`src/rtl/fetch_unit_if.sv`:
```
// rtl/fetch_unit_if.sv - fetch stage bundle: instruction-memory handshake and decoder/datapath side
interface fetch_unit_if;
    // instruction memory side
    logic        imem_req;
    logic [31:0] imem_addr;
    logic        imem_ready;
    logic [31:0] imem_rdata;

    // decoder / datapath side
    logic [31:0] instr;
    logic [5:0]  opcode;
    logic        instr_valid;
    logic        instr_ack;
    logic [1:0]  branch_op;
    logic        alu_zero;
    logic        jr_en;
    logic [31:0] jr_target;
    logic [31:0] pc;

    // fetch unit view
    modport master (
        output imem_req,
        output imem_addr,
        input  imem_ready,
        input  imem_rdata,
        output instr,
        output opcode,
        output instr_valid,
        input  instr_ack,
        input  branch_op,
        input  alu_zero,
        input  jr_en,
        input  jr_target,
        output pc
    );

    // memory + decoder/datapath view
    modport slave (
        input  imem_req,
        input  imem_addr,
        output imem_ready,
        output imem_rdata,
        input  instr,
        input  opcode,
        input  instr_valid,
        output instr_ack,
        output branch_op,
        output alu_zero,
        output jr_en,
        output jr_target,
        input  pc
    );
endinterface

```
`src/rtl/fetch_unit.sv`:
```
// rtl/fetch_unit.sv - multicycle MIPS instruction fetch: PC, imem handshake, next-PC resolution
module fetch_unit #(
    parameter logic [31:0] RESET_PC = 32'h0000_0000
) (
    input  logic         clock,
    input  logic         reset,
    fetch_unit_if.master bus
);

    typedef enum logic {
        S_REQ  = 1'b0,
        S_HOLD = 1'b1
    } state_t;

    localparam logic [1:0] BR_BEQ = 2'b01;
    localparam logic [1:0] BR_BNE = 2'b10;

    state_t      state;
    state_t      state_nxt;
    logic [31:0] pc_q;
    logic [31:0] instr_q;
    logic        capture;
    logic        advance;

    logic        taken;
    logic [31:0] seq_pc;
    logic [31:0] branch_off;
    logic [31:0] next_pc;

    // state register; reset abandons any outstanding fetch
    always_ff @(posedge clock or posedge reset) begin
        if (reset) begin
            state <= S_REQ;
        end else begin
            state <= state_nxt;
        end
    end

    // next-state decode: ready only matters in REQ, ack only in HOLD
    always_comb begin
        state_nxt = state;
        capture   = 1'b0;
        advance   = 1'b0;
        case (state)
            S_REQ: begin
                if (bus.imem_ready) begin
                    capture   = 1'b1;
                    state_nxt = S_HOLD;
                end
            end
            S_HOLD: begin
                if (bus.instr_ack) begin
                    advance   = 1'b1;
                    state_nxt = S_REQ;
                end
            end
            default: begin
                state_nxt = S_REQ;
            end
        endcase
    end

    // next-PC resolution from the controls present in the ack cycle; jr outranks branches
    always_comb begin
        taken      = ((bus.branch_op == BR_BEQ) &&  bus.alu_zero) ||
                     ((bus.branch_op == BR_BNE) && !bus.alu_zero);
        seq_pc     = pc_q + 32'd4;
        branch_off = {{14{instr_q[15]}}, instr_q[15:0], 2'b00};
        if (bus.jr_en) begin
            next_pc = {bus.jr_target[31:2], 2'b00};
        end else if (taken) begin
            next_pc = seq_pc + branch_off;
        end else begin
            next_pc = seq_pc;
        end
    end

    // PC register advances only when the datapath retires the held instruction
    always_ff @(posedge clock or posedge reset) begin
        if (reset) begin
            pc_q <= {RESET_PC[31:2], 2'b00};
        end else if (advance) begin
            pc_q <= next_pc;
        end
    end

    // instruction register captures the memory word on the ready cycle
    always_ff @(posedge clock or posedge reset) begin
        if (reset) begin
            instr_q <= 32'd0;
        end else if (capture) begin
            instr_q <= bus.imem_rdata;
        end
    end

    // request is masked while reset is held so nothing is issued during reset
    assign bus.imem_req    = (state == S_REQ) && !reset;
    assign bus.imem_addr   = pc_q;
    assign bus.instr       = instr_q;
    assign bus.opcode      = instr_q[31:26];
    assign bus.instr_valid = (state == S_HOLD);
    assign bus.pc          = pc_q;

endmodule

```
`src/flat_wrapper.sv`:
```
// flat-port wrapper written by rule: the top's interface ports become plain ports
module fetch_unit_flat 
#(
    parameter logic [31:0] RESET_PC = 32'h0000_0000
)
  (clock, reset, bus_imem_req, bus_imem_addr, bus_imem_ready, bus_imem_rdata, bus_instr, bus_opcode, bus_instr_valid, bus_instr_ack, bus_branch_op, bus_alu_zero, bus_jr_en, bus_jr_target, bus_pc);
  fetch_unit_if bus_i ();
  input  logic clock;
  input  logic reset;
  output wire logic [$bits(bus_i.imem_req)-1:0] bus_imem_req;
  output wire logic [$bits(bus_i.imem_addr)-1:0] bus_imem_addr;
  input wire logic [$bits(bus_i.imem_ready)-1:0] bus_imem_ready;
  input wire logic [$bits(bus_i.imem_rdata)-1:0] bus_imem_rdata;
  output wire logic [$bits(bus_i.instr)-1:0] bus_instr;
  output wire logic [$bits(bus_i.opcode)-1:0] bus_opcode;
  output wire logic [$bits(bus_i.instr_valid)-1:0] bus_instr_valid;
  input wire logic [$bits(bus_i.instr_ack)-1:0] bus_instr_ack;
  input wire logic [$bits(bus_i.branch_op)-1:0] bus_branch_op;
  input wire logic [$bits(bus_i.alu_zero)-1:0] bus_alu_zero;
  input wire logic [$bits(bus_i.jr_en)-1:0] bus_jr_en;
  input wire logic [$bits(bus_i.jr_target)-1:0] bus_jr_target;
  output wire logic [$bits(bus_i.pc)-1:0] bus_pc;
  assign bus_imem_req = bus_i.imem_req;
  assign bus_imem_addr = bus_i.imem_addr;
  assign bus_i.imem_ready = bus_imem_ready;
  assign bus_i.imem_rdata = bus_imem_rdata;
  assign bus_instr = bus_i.instr;
  assign bus_opcode = bus_i.opcode;
  assign bus_instr_valid = bus_i.instr_valid;
  assign bus_i.instr_ack = bus_instr_ack;
  assign bus_i.branch_op = bus_branch_op;
  assign bus_i.alu_zero = bus_alu_zero;
  assign bus_i.jr_en = bus_jr_en;
  assign bus_i.jr_target = bus_jr_target;
  assign bus_pc = bus_i.pc;
  fetch_unit #(.RESET_PC(RESET_PC)) u_core (.clock(clock), .reset(reset), .bus(bus_i));
endmodule
```
`config.mk`:
```
export PLATFORM = sky130hd
export DESIGN_NAME = fetch_unit_flat
export DESIGN_NICKNAME = d
export VERILOG_FILES = /design/src/rtl/fetch_unit_if.sv /design/src/rtl/fetch_unit.sv /design/src/flat_wrapper.sv
export SDC_FILE = /design/constraint.sdc
export NUM_CORES = 1
export LEC_CHECK = 0
export BUFFER_PORTS_ARGS = -buffer_cell sky130_fd_sc_hd__buf_4
export CORE_MARGIN = 1.5
export CORE_UTILIZATION = 40
export CTS_CLUSTER_SIZE = 40
export DETAILED_ROUTE_END_ITERATION = 8
export PLACE_DENSITY = 0.73
export SYNTH_ARGS = -nofsm -noshare
export SYNTH_HDL_FRONTEND = slang
export SYNTH_SLANG_ARGS = --single-unit
```
`constraint.sdc`:
```
create_clock -name clock -period 5 [get_ports clock]
set_input_delay 0.75 -clock clock [delete_from_list [all_inputs] [get_ports clock]]
set_output_delay 0.75 -clock clock [all_outputs]
set_load 0.005 [all_outputs]
```
==> summary.txt <==
STA
  • RSZ-0062 raised after global routing: false
  • Post-Route Setup TNS: 0 ps
  • Final slew viol count: 0
  • # setup viols final: 0
  • Final Critical Period: 4100 ps
  • Worst Clk Skew: 7.68 ps
  • Final hold violations: 0
  • FMAX: 244 MHz
  • Tcrit/Tclk final: 82.1%
  • Post-route setup slack: 897 ps
  • Least-Margin Pin Slew: 884 ps
  • Slew Limit Headroom: 41.0%

Clock network
  • CTS tree: done
  • Clock transition at path regs: 60 ps
  • Setup Buffers After CTS: 0
  • Root Buffer: clkbuf_16
  • CTS sink count: 63
  • Clock Latency Late Sink: 340 ps
  • Cts repair resizes: 0
  • Htree depth: 3
  • CTS max path bufs: 2
  • Inserted Clock Buffers: 9
  • Hold buffers post-CTS: 0

Cells and area
  • Area of the multi-input gates: 3260 µm²
  • Storage cell area: 1580 µm²
  • Antenna diodes: 0
  • Most frequent cells in the layout: buf_4 (175), nand2_1 (63), dfrtp_1 (63)
  • Final nets: 845
  • Area growth syn-to-layout: 27.8%
  • Final core occ: 52.9%
  • Share of cells above drive strength 1: 31.5%
  • Cell area after layout: 6730 µm²
  • Fillcell total: 1212
  • Most common cell after layout, fill and taps aside: buf_4

GRT
  • GR met1 Demand/Resource: 30.0%
  • Initial antenna violation count: 0
  • Vias in the first global route: 4844
  • Global route hottest layer: met2
  • Met2 Track Usage GR: 36.1%
  • All-Layer GR Usage: 22.4%
  • Remaining Overflow, GRT: 0
  • Largest net degree at the start of global routing: 45
  • Met3 Usage GRT: 4.99%
  • First-pass GRT wire length: 25000 µm

Route
  • Via count: 5032
  • Vias per std cell: 5.52
  • TritonRoute pass-1 iters: 5
  • DR iter-0 viols: 332
  • Final WL: 15400 µm
  • Drt wl/cell: 16.9 µm
  • Remaining DRCs: 0
  • Detail Route Antenna Nets: 0

Placed design
  • DPL Wire Length: 11500 µm
  • Place WS: 952 ps
  • GP Congestion: 0.897
  • Buffers on Ports: 169
  • Placed Area: 6410 µm²

Setup path
  • CP startpoint kind: register
  • Worst EP arrival: 4310 ps
  • Worst r2r dst: u_core.bus.imem_addr[24]
  • Setup crit end kind: register
  • Setup CP Type: register to register
  • Cell breakdown of the critical path: and4_4 > nand2_2 > nor2_1 > nand4_1 > xnor2_1 > ha_1 > a21o_1 > a21o_1 > a2111oi_0 > nor3_1 > a41oi_1 > o21ai_0 > a41oi_1 > xor2_1 > o22ai_1
  • Crit path largest cell delay: 490 ps
  • Worst-path maximum fanout: 8
  • FF-to-FF path depth: 15
  • Slowest library cell on the worst path: dfrtp_1
  • Flop2flop setup slack: 900 ps
  • CP bufs+invs: 0
  • Reg-to-Reg Start: u_core.bus.imem_addr[5]
  • Largest delay share family, worst path: compound AO/OA/AOI/OAI gates
  • Critical Path RT: 5210 ps

Logic synthesis
  • Cells after Synth: 611
  • Post-Syn Area per Cell: 8.62 µm²
  • Area of the mapped netlist: 5270 µm²
  • Top-area cell type share of the netlist area: 29.9%
  • Post-synth top flop: dfrtp_1
  • Asr flop ratio synth: 100%
  • Top cells by area, synth: dfrtp_1 (30%), ha_1 (8.8%), mux2_2 (6.8%)
  • Synth area leader: dfrtp_1
  • Seq cells post-synth: 63
  • Yosys warnings: 0
  • EDFF count, synth: 0
  • Seq/Total Area, Yosys: 29.9%
  • Post-synth cell types: 56

Floorplanning
  • Die W: 118 µm
  • Placement Rows: 41
  • Overall die height: 118 µm
  • Starting Density: 41.4%
  • Die ar.: 13900 µm²
  • # IOs: 176
  • Core area: 12700 µm²

Power
  • Cell Pwr Density: 532 nW/µm²
  • Pleak: 3.14 nW
  • Peak VDD IR: 0.227 mV
  • Power after layout: 3.58 mW

Run
  • Max-Cap Viols: 0

Run status
  • Status: complete, no violations

Worst hold path
  • Hold crit path type: primary input to asynchronous set/reset pin
==> flip-flops by register name, indices dropped and copies added, names as in the netlist <==
register and flops:
u_core.bus.imem_addr 30, u_core.bus.instr 32, u_core.bus.instr_valid 1
==> kinds of logic after synthesis <==
kind of cell,synth area share [%]
simple gates,15.8
other cells,0.0712
compound gates,20.4
xor+xnor,8.65
fa+ha+maj,9.17
mux,7.41
buf+inv,8.55
flops,29.9
==> per-layer routing <==
metal  wire [µm]  vias up
met5           0        -
met1        6790     2385
met4         278        0
met3        1250       22
met2        7130      218
li1            -     2407
==> cell usage after synthesis (16+ instances only) <==
cell type / instances
nand2_1: 63
xnor2_1: 33
o21ai_0: 35
xor2_1: 19
buf_4: 40
mux2_2: 32
a21oi_1: 46
nor2_1: 46
ha_1: 37
clkbuf_1: 24
a21o_1: 16
dfrtp_1: 63
nand3_1: 16
==> worst max-delay path by stage <==
stage	from	end	slack, ps	cells after the start
3_5_place_dp	u_core.bus.imem_addr[5]	u_core.bus.imem_addr[24]	950	15
5_1_grt	u_core.bus.imem_addr[6]	u_core.bus.imem_addr[24]	500	15
4_1_cts	u_core.bus.imem_addr[5]	u_core.bus.imem_addr[24]	930	15
6_report	u_core.bus.imem_addr[5]	u_core.bus.imem_addr[24]	900	15
3_3_place_gp	u_core.bus.imem_addr[5]	u_core.bus.imem_addr[24]	1050	15
2_1_floorplan	u_core.bus.imem_addr[4]	u_core.bus.imem_addr[31]	1420	14
==> layout make-up <==
cell class              instances  share of cell area, %
multi-input cells             473                   48.4
flip-flops and latches         63                   23.4
clock inverters                 5                   1.21
well taps                     172                   3.20
inverters                      13                  0.725
clock buffers                  10                   3.55
repair buffers                175                   19.5
==> where the power goes <==
part | internal (mW) | switching, mW | leakage, nW | total, mW
registers | 0.653 | 0.236 | 0.744 | 0.889
clock network | 0.448 | 0.237 | 0.155 | 0.684
logic | 0.993 | 1.01 | 2.24 | 2.01
==> per-stage QoR <==
stage	hold WS, ps	std cells
finish	485	911
global route	512	911
detailed placement	497	896
floorplan	505	614
CTS	498	911
global placement	493	896
No activity file was read; power rests on OpenSTA's default activity.
